### src/rtl/green_led_pwm_driver_pkg.sv
// -----------------------------------------------------------------------------
// green_led_pwm_driver_pkg
// Shared definitions for the green-LED PWM driver: the register address map,
// the bit positions inside CTRL and the reset values of the writable registers.
// No ports; imported by green_led_pwm_driver.
// -----------------------------------------------------------------------------
package green_led_pwm_driver_pkg;

    // Avalon-MM word addresses of the configuration registers
    typedef enum logic [1:0] {
        ADDR_CTRL   = 2'd0,
        ADDR_DUTY   = 2'd1,
        ADDR_BLINK  = 2'd2,
        ADDR_STATUS = 2'd3
    } reg_addr_e;

    // CTRL bit indices
    localparam int CTRL_EN    = 0;
    localparam int CTRL_BLINK = 1;
    localparam int CTRL_INV   = 2;

    // Reset values
    localparam logic [2:0] CTRL_RST  = 3'b001;
    localparam logic [7:0] DUTY_RST  = 8'hFF;
    localparam int         BLINK_RST = 250;

endpackage

### src/rtl/led_pwm_timebase.sv
// -----------------------------------------------------------------------------
// led_pwm_timebase
// Prescaler plus 8-bit PWM counter for the green-LED driver. The prescaler
// divides clk by PRESCALE; each prescaler tick advances the PWM counter, and the
// tick on which the PWM counter rolls 255->0 is flagged as a wrap.
//
// Ports
//   clk        in   system clock
//   reset_n    in   synchronous active-low reset
//   i_enable   in   0 clears and holds both counters at zero
//   o_pwm_cnt  out  current PWM counter value
//   o_wrap     out  1 in the cycle that ends a 256-tick PWM period
// -----------------------------------------------------------------------------
module led_pwm_timebase #(
    parameter int PRESCALE = 50
) (
    input  logic       clk,
    input  logic       reset_n,
    input  logic       i_enable,
    output logic [7:0] o_pwm_cnt,
    output logic       o_wrap
);

    localparam int               PRE_W   = (PRESCALE > 2) ? $clog2(PRESCALE) : 1;
    localparam logic [PRE_W-1:0] PRE_MAX = PRE_W'(PRESCALE - 1);

    logic [PRE_W-1:0] r_pre_cnt;
    logic [7:0]       r_pwm_cnt;
    logic             w_tick;

    // Gated by enable so that the first disabled cycle (counters not yet
    // cleared) cannot produce a stray tick or wrap.
    assign w_tick = i_enable & (r_pre_cnt == PRE_MAX);

    always_ff @(posedge clk) begin
        if (!reset_n || !i_enable) begin
            r_pre_cnt <= '0;
            r_pwm_cnt <= '0;
        end else begin
            if (w_tick) begin
                r_pre_cnt <= '0;
                r_pwm_cnt <= r_pwm_cnt + 8'd1;
            end else begin
                r_pre_cnt <= r_pre_cnt + 1'b1;
            end
        end
    end

    assign o_pwm_cnt = r_pwm_cnt;
    assign o_wrap    = w_tick & (r_pwm_cnt == 8'hFF);

endmodule

### src/rtl/green_led_pwm_driver.sv
// -----------------------------------------------------------------------------
// green_led_pwm_driver
// Takes the 9-bit pattern from the green-LED PIO, applies global PWM dimming
// and optional blinking, and drives the LEDG pins through a register. Has a
// small Avalon-MM slave for configuration (CTRL, DUTY, BLINK_PERIOD, STATUS).
//
// Ports
//   clk          in   system clock
//   reset_n      in   synchronous active-low reset
//   address      in   Avalon-MM word address
//   chipselect   in   Avalon-MM select
//   write_n      in   Avalon-MM write strobe, active-low
//   writedata    in   Avalon-MM write data
//   readdata     out  Avalon-MM read data, combinational (zero wait)
//   led_pattern  in   pattern from the PIO out_port
//   led_out      out  registered drive to the LEDG pins
// -----------------------------------------------------------------------------
module green_led_pwm_driver
    import green_led_pwm_driver_pkg::*;
#(
    parameter int LED_WIDTH = 9,
    parameter int PRESCALE  = 50,
    parameter int BLINK_W   = 16
) (
    input  logic                 clk,
    input  logic                 reset_n,
    input  logic [1:0]           address,
    input  logic                 chipselect,
    input  logic                 write_n,
    input  logic [31:0]          writedata,
    output logic [31:0]          readdata,
    input  logic [LED_WIDTH-1:0] led_pattern,
    output logic [LED_WIDTH-1:0] led_out
);

    logic [2:0]           r_ctrl;
    logic [7:0]           r_duty;
    logic [BLINK_W-1:0]   r_blink_per;
    logic [7:0]           r_duty_sh;
    logic [BLINK_W-1:0]   r_blink_cnt;
    logic                 r_blink_phase;
    logic [LED_WIDTH-1:0] r_led_out;

    logic                 w_wr;
    logic                 w_blink_wr;
    logic                 w_en;
    logic [7:0]           w_pwm_cnt;
    logic                 w_wrap;
    logic                 w_pwm_on;
    logic                 w_blink_last;
    logic                 w_gate;
    logic [LED_WIDTH-1:0] w_v;
    logic                 w_unused_wdata;

    assign w_wr           = chipselect & ~write_n;
    assign w_blink_wr     = w_wr & (reg_addr_e'(address) == ADDR_BLINK);
    assign w_en           = r_ctrl[CTRL_EN];
    assign w_unused_wdata = ^writedata;

    led_pwm_timebase #(
        .PRESCALE (PRESCALE)
    ) u_timebase (
        .clk       (clk),
        .reset_n   (reset_n),
        .i_enable  (w_en),
        .o_pwm_cnt (w_pwm_cnt),
        .o_wrap    (w_wrap)
    );

    // Register file; STATUS is read-only so its writes fall through.
    always_ff @(posedge clk) begin
        if (!reset_n) begin
            r_ctrl      <= CTRL_RST;
            r_duty      <= DUTY_RST;
            r_blink_per <= BLINK_W'(BLINK_RST);
        end else if (w_wr) begin
            case (reg_addr_e'(address))
                ADDR_CTRL:  r_ctrl      <= writedata[2:0];
                ADDR_DUTY:  r_duty      <= writedata[7:0];
                ADDR_BLINK: r_blink_per <= writedata[BLINK_W-1:0];
                default:    ;
            endcase
        end
    end

    // Duty shadow: only changes at a period boundary so a DUTY write never
    // produces a partial period. r_duty is the pre-write value here, so a
    // write landing in the wrap cycle waits for the following wrap.
    always_ff @(posedge clk) begin
        if (!reset_n) begin
            r_duty_sh <= DUTY_RST;
        end else if (!w_en || w_wrap) begin
            r_duty_sh <= r_duty;
        end
    end

    // 8'hFF is special-cased so that full duty is on for all 256 counts.
    assign w_pwm_on = (r_duty_sh == 8'hFF) | (w_pwm_cnt < r_duty_sh);

    assign w_blink_last = (r_blink_cnt == (r_blink_per - 1'b1));

    // Blink counter counts PWM periods; a BLINK_PERIOD write restarts the
    // sequence in the visible phase and beats a coincident wrap.
    always_ff @(posedge clk) begin
        if (!reset_n) begin
            r_blink_cnt   <= '0;
            r_blink_phase <= 1'b1;
        end else if (!w_en || !r_ctrl[CTRL_BLINK] || w_blink_wr) begin
            r_blink_cnt   <= '0;
            r_blink_phase <= 1'b1;
        end else if (w_wrap && (r_blink_per != '0)) begin
            if (w_blink_last) begin
                r_blink_cnt   <= '0;
                r_blink_phase <= ~r_blink_phase;
            end else begin
                r_blink_cnt   <= r_blink_cnt + 1'b1;
            end
        end
    end

    assign w_gate = w_pwm_on & r_blink_phase;
    assign w_v    = w_en ? (led_pattern & {LED_WIDTH{w_gate}}) : '0;

    // Output register; inversion is applied after the enable masking so a
    // disabled, inverted driver lights every LED.
    always_ff @(posedge clk) begin
        if (!reset_n) begin
            r_led_out <= '0;
        end else begin
            r_led_out <= r_ctrl[CTRL_INV] ? ~w_v : w_v;
        end
    end

    assign led_out = r_led_out;

    always_comb begin
        readdata = '0;
        case (reg_addr_e'(address))
            ADDR_CTRL:   readdata[2:0]         = r_ctrl;
            ADDR_DUTY:   readdata[7:0]         = r_duty;
            ADDR_BLINK:  readdata[BLINK_W-1:0] = r_blink_per;
            ADDR_STATUS: begin
                readdata[0]    = r_blink_phase;
                readdata[1]    = w_pwm_on;
                readdata[15:8] = w_pwm_cnt;
            end
            default:     readdata = '0;
        endcase
    end

endmodule

### config.mk
export PLATFORM = sky130hd
export DESIGN_NAME = green_led_pwm_driver
export DESIGN_NICKNAME = d
export VERILOG_FILES = /design/src/rtl/green_led_pwm_driver_pkg.sv /design/src/rtl/led_pwm_timebase.sv /design/src/rtl/green_led_pwm_driver.sv
export SDC_FILE = /design/constraint.sdc
export NUM_CORES = 1
export LEC_CHECK = 0
export ABC_AREA = 1
export CAP_MARGIN = 20
export CORE_AREA = 2 2 100 102
export CTS_CLUSTER_SIZE = 20
export DETAILED_ROUTE_END_ITERATION = 12
export DIE_AREA = 0 0 102 104
export GPL_TIMING_DRIVEN = 0
export PLACE_DENSITY = 0.84
export SYNTH_ARGS = -nofsm -noshare
export SYNTH_HDL_FRONTEND = slang
export SYNTH_SLANG_ARGS = --single-unit
### constraint.sdc
create_clock -name clk -period 2.65 [get_ports clk]
set_input_delay 0.53 -clock clk [delete_from_list [all_inputs] [get_ports clk]]
set_output_delay 0.53 -clock clk [all_outputs]
set_load 0.02 [all_outputs]
Yosys cells after proc, flatten, opt, wreduce, memory -nomap -nowiden

Cells that the tools add are included.

Bits in registers: 75
Input bits: 47

Add/sub/neg operators: 4
$lt $le $gt $ge: 1
Eq/ne operators: 7
Muxes and demuxes: 7
Bitwise logic cells: 11
Reductions and logical operators: 16

Operator list:

| operator              | count |
|---|---|
| $mux 9                | 2 |
| $add 16x1->16 const B | 1 |
| $eq 16x16->1          | 1 |
| $eq 8x8->1 const B    | 2 |
| $mux 16               | 1 |
| $pmux 8 s2            | 1 |
| $reduce_bool 16->1    | 1 |
| $sub 16x1->16 const B | 1 |
| $pmux 5 s2            | 1 |
| $and 9x9->9           | 1 |
| $not 9->9             | 1 |
| $add 8x1->8 const B   | 1 |
| $lt 8x8->1            | 1 |
| $pmux 2 s4            | 1 |
| $reduce_and 2->1      | 4 |
| $add 6x1->6 const B   | 1 |
| $eq 6x6->1 const B    | 1 |
| $and 1x1->1           | 5 |
| $eq 2x2->1 const B    | 2 |
| $logic_or 1x1->1      | 4 |
| $reduce_or 2->1       | 2 |
| $logic_not 1->1       | 3 |
| $not 1->1             | 3 |
| $pmux 1 s3            | 1 |
| other kinds (4)       | 4 |

Longest topological paths before layout

Word-level depth: 7
Depth in mapped cells: 15
Gate-level depth less buffers: 15

Modules after synthesis

Synthesis repeated with hierarchy kept, for this count alone.

Cells, all modules: 711
Area total of the unflattened synthesis: 4647.0 sq um

Modules (own cells, without submodules):

| module               | instances | cells each | area each (sq um) | sequential area each (sq um) |
|---|---|---|---|---|
| green_led_pwm_driver | 1         | 618        | 3948.8            | 1221.2 |
| led_pwm_timebase     | 1         | 93         | 698.2             | 280.3 |

Worst setup path before layout

Ideal clock, no wire load.

Path type: register -> output
From: register r_duty_sh[5]
To: output readdata[1]
Data arrival time: 1840 ps
Required time: 2120 ps
Path slack: 280 ps
Cell stages (with the launch flop): 11
Path buffers: 1
Cell sequence: dfxtp_1 -> inv_1 -> ha_1 -> a21oi_1 -> nor2_1 -> a211oi_1 -> nand2_1 -> nand2_1 -> buf_2 -> nand2_1 -> a22oi_1

Word-level cells in the longest chain between the ends: 3
Elaborated cells between the ends (all ways): 4
Classes of those cells: order compare: 1; eq/ne: 1; mux: 1; bitwise: 1

RTL lines:

| item                                     | line                        | source |
|---|---|---|
| start, declared                          | green_led_pwm_driver.sv:39  | `logic [7:0] r_duty_sh;` |
| start signal, assigned                   | green_led_pwm_driver.sv:93  | `r_duty_sh <= r_duty;` |
| $lt 8x8->1 or $eq 8x8->1 (tied branches) | green_led_pwm_driver.sv:98  | `assign w_pwm_on = (r_duty_sh == 8'hFF) \| (w_pwm_cnt < r_duty_sh);` |
| $or 1x1->1 (*)                           | green_led_pwm_driver.sv:98  |  |
| $pmux 2 s4 (*)                           | green_led_pwm_driver.sv:138 | `case (reg_addr_e'(address))` |
| end, declared                            | green_led_pwm_driver.sv:31  | `output logic [31:0] readdata,` |

Every way passes the cells marked *; elsewhere a longest branch is shown, timed or not.

Final worst setup path

From: register u_timebase.r_pwm_cnt[7], in the netlist u_timebase.o_pwm_cnt[7]
To: output readdata[1]

Word-level cells in the longest chain between the ends: 3

RTL lines:

| item                   | line                        | source |
|---|---|---|
| start, declared        | led_pwm_timebase.sv:28      | `logic [7:0] r_pwm_cnt;` |
| start signal, assigned | led_pwm_timebase.sv:42      | `r_pwm_cnt <= r_pwm_cnt + 8'd1;` |
| $lt 8x8->1             | green_led_pwm_driver.sv:98  |  |
| $or 1x1->1             | green_led_pwm_driver.sv:98  |  |
| $pmux 2 s4             | green_led_pwm_driver.sv:138 |  |

Every way passes these cells.

==> reports/results.ini <==
[sta]
rsz0062_at_grt=true
timing.final.ws_setup_ps=83.51
min_period_ps=2566
hold_viol=0
clock_skew_ps=25.90
period_share_pct=96.85
drv_slew=0
fmax_ghz=0.3896
relSlewSlack_pct=63.14
report.final.setup_viol=0
worst_pin_slew_ps=552.9

[route]
drt_iter0_drc=260
finalWirelength_mm=11.58
firstDrtPassIters=5
drc=0
wl_per_cell_um=12.81
drtAntennaViolNets=0
avgViaCountPerCell=5.110
via_count=4619

[floorplan]
start_util_pct=48.32
fp.dieArea_sq_um=10610
coreArea_sq_um=9549
ios=88
dieWidth_um=102
num_rows=36
dieHeight_um=104

[clocking]
ctsHoldBuffers=0
clockBufferDepth=2
clock-root-buffer=clkbuf_8
worst_skew_pair.late_latency_ps=370
cts_tree=built
clk_pin_slew_ps=90
htree_levels=3
cts_buffers=9
clkSinkCount=75

[cells_and_area]
layout_common_cells=164 x nand2_1, 74 x inv_1, 74 x dfxtp_1
finish.utilization_pct=59.25
final_common_cell=nand2_1
nets=829
stdcell_area_sq_um=5658
diodes=0
layout-drive-gt1-share_pct=14.01
area_growth_pct=22.61

[global_route]
antenna_found_initial=0
grt_pass1_vias=4166
grt_overflow=0
grt_usage_pct=22.25
grt_pass1_wl_mm=19.10
grt_max_degree=20

[setup_path]
critical_path_required_ps=2120
r2r_start=r_blink_per[0]$_SDFFE_PN0P_
reg2reg_to=r_blink_cnt[4]$_SDFFE_PP0P_
cp-end-kind=output port
crit_path_max_fanout=7
worst_ep_arrival_time_ps=2040
r2r_setup_slack_ps=540
criticalPathCategory=reg -> out
cp-start-kind=register
ff2ff_path_depth=14

[logic_synthesis]
synth_area_sq_um=4614
ys.flop_type=dfxtp_1
ys_warn_count=0
synth_area_leaders=dfxtp_1 33%, nand2_1 13%, inv_1 6.2%
async_flop_share_pct=0
ys_ff_latch=75
synth_edf_count=0
ys_seq_area_share_pct=32.54
synth_top_cell_area_share_pct=32.54
synth.distinct_cells=44
syn-instance-count=681
synth_top_cell_by_area=dfxtp_1
syn_area_per_cell_sq_um=6.776

[power_and_ir_drop]
leakage_nw=2.656
irDropWorstVdd_uv=230.1
power.total_mw=2.456
powerDensity_nw_per_um2=434.0

[placed_design]
gp_congestion=0.9219
place_area_sq_um=5388
hpwl_mm=8.873
dp_slack_ps=-583.1
io_buffer_count=55

[min_path]
min_to=u_timebase.r_pre_cnt[0]$_SDFF_PP0_
hold_depth=1
hold_class=reg -> reg
hold_start=u_timebase.r_pre_cnt[0]$_SDFF_PP0_

[run]
maxCapViolations=0

[run_status]
outcome=finished, final reports clean

## power breakdown
| part | total (mW) | switching (mW) | internal, mW |
|---|---|---|---|
| Sequential | 1.18 | 0.0250 | 1.16 |
| Combinational | 0.374 | 0.216 | 0.157 |
| Clock | 0.897 | 0.523 | 0.374 |
## registers in the layout, indices dropped and copies added, names as in the netlist
register and count:
r_blink_phase 1, r_duty_sh 8, r_blink_per 16, r_duty 8
led_out 9, r_blink_cnt 16, r_ctrl 3, u_timebase.r_pre_cnt 6
u_timebase.o_pwm_cnt 8
## worst max-delay path by stage
stage	endpoint	cells after the start	from
4_1_cts	readdata[1]	10	r_duty_sh[5]$_SDFFE_PN1P_
6_report	readdata[1]	9	u_timebase.o_pwm_cnt[7]$_SDFFE_PP0P_
3_3_place_gp	readdata[9]	7	address[0]
2_1_floorplan	readdata[1]	10	r_duty_sh[5]$_SDFFE_PN1P_
5_1_grt	readdata[1]	10	r_duty_sh[5]$_SDFFE_PN1P_
3_5_place_dp	readdata[9]	7	address[0]
## worst max-delay path: stages (launching register included)
cell      delay, ps
dfxtp_1         450
ha_1            290
nand2_1          90
nor2_1           60
a211oi_1        160
nand2_1         120
nand2_4         120
nand2_1          70
a22oi_2         140
buf_4           170
## cell type report
type | instances | area (sq um)
clock inverters | 7 | 75.07
inverters | 85 | 327.8
multi-input cells | 503 | 2690
flip-flops and latches | 75 | 1503
fillers | 926 | 3891
clock buffers | 9 | 123.9
repair buffers | 61 | 580.6
plain buffers | 31 | 191.4
well taps | 133 | 166.4
## cell families (layout without fill, tap and decap cells)
logic type      count (synthesis)  after routing  synth area share (%)
fa+ha+maj                      16             16                 4.338
buf+inv                       118            193                 11.20
compound gates                 95             95                 11.33
flops                          75             75                 32.54
xor+xnor                       20             20                 3.796
simple gates                  356            356                 36.71
other cells                     1             16               0.08127
## Yosys cell counts (all sizes together), types with 2 or more instances
library cell / instances
xor2: 16
nand2: 174
inv: 83
nand4: 17
nor2: 90
o21ai: 35
nand3: 55
a221oi: 2
nor3: 8
o211ai: 7
nand3b: 6
buf: 21
ha: 16
dfxtp: 75
o22ai: 6
clkinv: 2
a21oi: 39
clkbuf: 12
xnor2: 4
o21bai: 2
nor3b: 3
## metrics by stage
step	cells	TNS, ps	hold WS, ps
2_1_floorplan	696	0	433.4
3_3_place_gp	884	-8502	450.8
3_5_place_dp	884	-8631	457.8
4_1_cts	898	-137.9	480.2
5_1_grt	904	-57.64	526.7
6_report	904	0	472.4
## metal layers
metal | vias to the layer above | wire length, um | global-route usage, %
met4 | 0 | 295 | 8.190
met5 | - | 0 | 0
li1 | 2346 | - | -
met3 | 26 | 843 | 4.435
met2 | 175 | 5137 | 34.21
met1 | 2072 | 5302 | 30.68
## what timing repair did
action	in CTS	in global routing
setup buffers	0	6
pin swaps	0	2
gates resized for setup	37	11
gates cloned	0	0
hold endpoints to repair	0	0
setup endpoints to repair	16	8
(Power assumes the default switching activity.)
